==> src/rtl/spi_master_mcs_pkg.sv <==
// Shared SPI master definitions: FSM state encoding, mode bit positions and
// the chip-select index width helper.
package spi_pkg;
  typedef enum logic [1:0] {ST_IDLE, ST_LEAD, ST_SHIFT, ST_TRAIL} spi_state_e;

  localparam int MODE_W   = 2;
  localparam int CPOL_IDX = 1;
  localparam int CPHA_IDX = 0;

  function automatic int sel_width(input int n);
    return (n > 1) ? $clog2(n) : 1;
  endfunction
endpackage

==> src/rtl/spi_master_mcs_clk_gen.sv <==
// SCK divider: counts CLK_DIV cycles per half-period and flags leading and
// trailing SCK edges while the shift phase is running.
module spi_clk_gen #(
  parameter int CLK_DIV = 4
) (
  input  logic clk,
  input  logic rst,
  input  logic load_i,
  input  logic cpol_i,
  input  logic active_i,
  input  logic run_i,
  output logic tick_o,
  output logic lead_o,
  output logic trail_o,
  output logic sck_o
);
  localparam int CW = $clog2(CLK_DIV + 1);

  logic [CW-1:0] cnt_q, cnt_d;
  logic          sck_q, sck_d;
  logic          cpol_q, cpol_d;

  assign tick_o  = active_i && (cnt_q == '0);
  assign lead_o  = run_i && tick_o && (sck_q == cpol_q);
  assign trail_o = run_i && tick_o && (sck_q != cpol_q);
  assign sck_o   = sck_q;

  // The first period after a load is one cycle longer so that the lead-in
  // phase starts the cycle after the request is taken.
  always_comb begin
    cnt_d  = cnt_q;
    sck_d  = sck_q;
    cpol_d = cpol_q;
    if (load_i) begin
      cnt_d  = CW'(CLK_DIV);
      sck_d  = cpol_i;
      cpol_d = cpol_i;
    end else if (active_i) begin
      cnt_d = tick_o ? CW'(CLK_DIV - 1) : cnt_q - 1'b1;
      if (run_i && tick_o) sck_d = ~sck_q;
    end
  end

  always_ff @(posedge clk) begin
    if (rst) begin
      cnt_q  <= '0;
      sck_q  <= 1'b0;
      cpol_q <= 1'b0;
    end else begin
      cnt_q  <= cnt_d;
      sck_q  <= sck_d;
      cpol_q <= cpol_d;
    end
  end
endmodule

==> src/rtl/spi_master_mcs.sv <==
// SPI master with NUM_SLAVES one-hot chip selects; runs one MSB-first frame
// per accepted start in any of the four SPI modes.
module spi_master_mcs
  import spi_pkg::*;
#(
  parameter int  DATA_LENGTH = 8,
  parameter int  NUM_SLAVES  = 4,
  parameter int  CLK_DIV     = 4,
  localparam int SW          = sel_width(NUM_SLAVES)
) (
  input  logic                   clk,
  input  logic                   rst,
  input  logic                   start,
  input  logic [SW-1:0]          slave_sel,
  input  logic [MODE_W-1:0]      mode,
  input  logic [DATA_LENGTH-1:0] tx_data,
  input  logic                   MISO,
  output logic                   SCK,
  output logic                   MOSI,
  output logic [NUM_SLAVES-1:0]  SS_n,
  output logic                   busy,
  output logic                   done,
  output logic                   err,
  output logic [DATA_LENGTH-1:0] rx_data
);
  localparam int            EW        = $clog2(2 * DATA_LENGTH);
  localparam logic [EW-1:0] LAST_EDGE = EW'(2 * DATA_LENGTH - 1);

  spi_state_e             state_q;
  logic                   busy_q, done_q, err_q, mosi_q, cpha_q;
  logic [NUM_SLAVES-1:0]  ss_n_q;
  logic [DATA_LENGTH-1:0] tx_sh_q, rx_sh_q, rx_data_q;
  logic [EW-1:0]          edge_cnt_q;

  logic sel_ok, accept, reject, last_edge, advance, sample;
  logic tick, lead, trail;

  // CPHA=1 already drives the MSB before the first leading edge, so that
  // edge does not advance MOSI; CPHA=0 must not advance past the last bit.
  always_comb begin
    sel_ok    = int'(slave_sel) < NUM_SLAVES;
    accept    = (state_q == ST_IDLE) && start && sel_ok;
    reject    = (state_q == ST_IDLE) && start && !sel_ok;
    last_edge = (edge_cnt_q == LAST_EDGE);
    advance   = cpha_q ? (lead && (edge_cnt_q != '0)) : (trail && !last_edge);
    sample    = cpha_q ? trail : lead;
  end

  spi_clk_gen #(
    .CLK_DIV (CLK_DIV)
  ) u_clk_gen (
    .clk      (clk),
    .rst      (rst),
    .load_i   (accept),
    .cpol_i   (mode[CPOL_IDX]),
    .active_i (busy_q),
    .run_i    (state_q == ST_SHIFT),
    .tick_o   (tick),
    .lead_o   (lead),
    .trail_o  (trail),
    .sck_o    (SCK)
  );

  always_ff @(posedge clk) begin
    if (rst) begin
      state_q    <= ST_IDLE;
      busy_q     <= 1'b0;
      done_q     <= 1'b0;
      err_q      <= 1'b0;
      ss_n_q     <= '1;
      mosi_q     <= 1'b0;
      cpha_q     <= 1'b0;
      tx_sh_q    <= '0;
      rx_sh_q    <= '0;
      rx_data_q  <= '0;
      edge_cnt_q <= '0;
    end else begin
      done_q <= 1'b0;
      err_q  <= reject;
      case (state_q)
        ST_IDLE: begin
          if (accept) begin
            state_q    <= ST_LEAD;
            busy_q     <= 1'b1;
            ss_n_q     <= ~(NUM_SLAVES'(1) << slave_sel);
            cpha_q     <= mode[CPHA_IDX];
            mosi_q     <= tx_data[DATA_LENGTH-1];
            tx_sh_q    <= {tx_data[DATA_LENGTH-2:0], 1'b0};
            edge_cnt_q <= '0;
          end
        end
        ST_LEAD: begin
          if (tick) state_q <= ST_SHIFT;
        end
        ST_SHIFT: begin
          if (tick) begin
            if (advance) begin
              mosi_q  <= tx_sh_q[DATA_LENGTH-1];
              tx_sh_q <= {tx_sh_q[DATA_LENGTH-2:0], 1'b0};
            end
            if (sample) rx_sh_q <= {rx_sh_q[DATA_LENGTH-2:0], MISO};
            edge_cnt_q <= edge_cnt_q + 1'b1;
            if (last_edge) state_q <= ST_TRAIL;
          end
        end
        ST_TRAIL: begin
          if (tick) begin
            state_q   <= ST_IDLE;
            busy_q    <= 1'b0;
            done_q    <= 1'b1;
            ss_n_q    <= '1;
            rx_data_q <= rx_sh_q;
          end
        end
        default: state_q <= ST_IDLE;
      endcase
    end
  end

  assign MOSI    = mosi_q;
  assign SS_n    = ss_n_q;
  assign busy    = busy_q;
  assign done    = done_q;
  assign err     = err_q;
  assign rx_data = rx_data_q;
endmodule

==> config.mk <==
export PLATFORM = sky130hd
export DESIGN_NAME = spi_master_mcs
export DESIGN_NICKNAME = d
export VERILOG_FILES = /design/src/rtl/spi_master_mcs_pkg.sv /design/src/rtl/spi_master_mcs_clk_gen.sv /design/src/rtl/spi_master_mcs.sv
export SDC_FILE = /design/constraint.sdc
export NUM_CORES = 1
export LEC_CHECK = 0
export CORE_MARGIN = 2
export CORE_UTILIZATION = 56
export DETAILED_ROUTE_END_ITERATION = 6
export PLACE_DENSITY_LB_ADDON = 0.05
export SKIP_CTS_REPAIR_TIMING = 1
export SYNTH_ARGS = -nofsm -noshare
export SYNTH_HDL_FRONTEND = slang
export SYNTH_SLANG_ARGS = --single-unit
==> constraint.sdc <==
create_clock -name clk -period 3.95 [get_ports clk]
set_input_delay 0.9875 -clock clk [delete_from_list [all_inputs] [get_ports clk]]
set_output_delay 0.9875 -clock clk [all_outputs]
set_load 0.02 [all_outputs]
==> impl_metrics.ini <==
[power]
power_per_cell_area_nw_per_um2 = 523
p_int_mw = 0.764
sequentialPowerShare_pct = 43.4
power.switching_fraction_pct = 37.5
power.share.clock_pct = 17.9
irDropWorstVdd_uv = 295
cellLeakagePower_nw = 0.910
p_sw_mw = 0.459
combinationalPowerShare_pct = 38.7

[clocking]
cts_buffer_depth = 2
htreeDepth = 2
cts_sinks = 42
clkTransAtPathRegs_ps = 140
insertion_delay_to_the_later_sink_of_the_worst_skew_pair_ps = 350
clockRootBuffer = sky130_fd_sc_hd__clkbuf_4
tritoncts_clock_tree = yes
cts_inserted_buffers = 5

[cells_and_area]
final.fill_count = 294
num-nets-final = 267
synthToLayoutAreaGrowth_pct = 19.3
insertedDiodeCount = 0
finish.instance_area_sq_um = 2340
layout-drive-gt1-share_pct = 8.20

[timing]
setup-violations-final = 0
timing.clock.skew_ps = 11.0
final_number_of_max_transition_violations = 0
worst_max_slew_pin_slew_ps = 808
fin_crit_ps = 2670
final.setup.tns_ps = 0
slew_headroom_pct = 46.1
timing_hold_violations_final = 0
timing.fmax_mhz = 374
rsz0062_at_grt = no
finalCritPeriodShare_pct = 67.7

[synth]
yosys_register_bits = 42
synth_area_leaders = sky130_fd_sc_hd__dfxtp_1, sky130_fd_sc_hd__mux2i_1, sky130_fd_sc_hd__nor2_1
synth_top_flop_cell = sky130_fd_sc_hd__dfxtp_1
edff_count_synth = 0
synth_largest_type_area_fraction_pct = 42.9
register_area_share_after_synthesis_pct = 42.9
synthMostInstantiatedCell = sky130_fd_sc_hd__dfxtp_1
synth-warning-count = 0
synth_area_sq_um = 1960
mapped_nets = 241
netlist-cell-type-count = 39
synth_top_cells_by_count = sky130_fd_sc_hd__dfxtp_1, sky130_fd_sc_hd__nor2_1, sky130_fd_sc_hd__nand2_1
yosysTopAreaCell = sky130_fd_sc_hd__dfxtp_1
postSynthAreaPerCell_sq_um = 9.03
synthesis.instances = 217
synth-async-reset-ratio_pct = 0

[worst_setup_path]
worstPathCellList = clkdlybuf4s50_1
timing.critical_path.from_type = register
cp_max_fo = 15
slowest_cell_delay_on_critical_path_ps = 700
crit_buf_inv = 1
timing.setup.critical_path_class = register to primary output
critical-path-top-delay-family = buffers and inverters
required_ps = 2960
cpMaxStageDelayCell = sky130_fd_sc_hd__clkdlybuf4s50_1
register_to_register_path_setup_slack_ps = 1280
crit_arrival_ps = 1690
crit_path_end_kind = primary output

[die]
top_level_i_o_count = 33
floorplan.initialDensity_pct = 58.7
die_y_um = 63.2
total_number_of_placement_rows = 21
die-area_sq_um = 3990
core_region_area_sq_um = 3340
die_width_um = 63.2

[global_route]
grt_pass1_wl_mm = 6.46
grt_antenna_before_repair = 0
grt_use_total_pct = 20.2
grt_pass1_vias = 1493
grt-ovfl-total = 0
largest_net_degree_at_the_start_of_global_routing = 31

[routing]
drc_errors = 0
firstDrtPassIters = 4
drtAntennaViolNets = 0
initialDrtViolationCount = 74
num_vias = 1593
drt_wl_total_mm = 3.82
routed_via_density = 5.49
route.detailed.wl_per_inst_um = 13.2

[placement]
dpl_cell_area_sq_um = 2280
gpl.final_weighted_congestion = 0.740
dp_hpwl_mm = 2.77
port_buffers = 31

[hold_path]
hold_path_class = register to register

[status]
status = complete, no violations

[job]
maxCapViolations = 0
==> metrics by stage <==
stage	hold slack [ps]	utilization, %	worst slack [ps]	total power [mW]	cells
3_5_place_dp	451	68.2	1080	1.01	282
4_1_cts	469	70.1	1290	1.23	290
6_report	467	70.1	1280	1.22	290
3_3_place_gp	439	68.2	1150	0.979	282
5_1_grt	489	70.1	1160	1.31	290
2_1_floorplan	432	-	1790	0.892	217
==> tightest hold or removal path, delay by kind of cell, from the launching register on <==
family / cells / cell delay, ps
flops: 1 / 330
simple gates: 1 / 50
compound gates: 1 / 50
==> worst paths after layout <==
kind | endpoint | from | cells after the start
hold reg to reg | rx_data[3] | rx_data[3] | 2
setup / recovery | busy | busy | 1
hold / removal | rx_data[3] | rx_data[3] | 2
setup reg to reg | tx_sh_q[6] | state_q[0] | 6
==> placed cells by master (no fill, tap or decap), types with 2 or more instances in the layout <==
master                            count
sky130_fd_sc_hd__o21ai_0              4
sky130_fd_sc_hd__clkbuf_4             5
sky130_fd_sc_hd__a21oi_1             16
sky130_fd_sc_hd__ha_1                 8
sky130_fd_sc_hd__mux2i_1             16
sky130_fd_sc_hd__a2111oi_0            3
sky130_fd_sc_hd__nand3_1              5
sky130_fd_sc_hd__mux2_2               7
sky130_fd_sc_hd__clkinvlp_4           2
sky130_fd_sc_hd__dfxtp_1             42
sky130_fd_sc_hd__nor2_1              27
sky130_fd_sc_hd__nor2b_1              8
sky130_fd_sc_hd__xnor2_1              3
sky130_fd_sc_hd__nand2_1             25
sky130_fd_sc_hd__inv_1                8
sky130_fd_sc_hd__a2bb2oi_1            2
sky130_fd_sc_hd__nor3_1               3
sky130_fd_sc_hd__nand2b_1             6
sky130_fd_sc_hd__o21bai_1             3
sky130_fd_sc_hd__clkdlybuf4s50_1     31
==> routing by layer <==
metal | routed length (um) | track usage (%) | vias up
met3 | 149 | 4.46 | 7
met5 | 0 | 0 | -
met4 | 48 | 6.67 | 0
li1 | - | - | 791
met1 | 1690 | 23.2 | 764
met2 | 1930 | 36.8 | 31
==> kinds of logic (layout without fill, tap and decap cells) <==
group / after synthesis / count (layout) / share of synthesized area [%]
adders and majority gates: 8 / 8 / 5.11
AOI/OAI and AO/OA: 36 / 36 / 12.8
and+or+nand+nor: 82 / 82 / 19.8
DFF: 42 / 42 / 42.9
muxes: 23 / 23 / 12.2
xor gates and xnor gates: 4 / 4 / 2.55
other: 1 / 1 / 0.191
buffers and inverters: 21 / 48 / 4.47
==> registers in the layout (all words and copies together), names as in the netlist <==
signal,cells
MOSI,1
state_q,2
cpha_q,1
u_clk_gen.cpol_q,1
tx_sh_q,7
rx_data,8
u_clk_gen.cnt_q,3
rx_sh_q,8
busy,1
done,1
edge_cnt_q,4
u_clk_gen.sck_o,1
SS_n,4
==> cell type report <==
type	count	area, sq um	share of cell area [%]
clock buffers	5	37.5	1.61
well taps	46	57.6	2.46
inverters	8	30.0	1.28
multi-input cells	154	1030	44.1
repair buffers	32	318	13.6
flip-flops and latches	42	841	36.0
clock inverters	3	23.8	1.02
==> power groups by stage <==
| stage | combinational [mW] | sequential, mW | clock, mW |
|---|---|---|---|
| floorplan | 0.354 | 0.539 | 0 |
| global placement | 0.444 | 0.535 | 0 |
| detailed placement | 0.467 | 0.541 | 0 |
| CTS | 0.473 | 0.530 | 0.227 |
| global route | 0.520 | 0.537 | 0.249 |
| finish | 0.473 | 0.531 | 0.219 |
No activity file was read; power rests on OpenSTA's default activity.
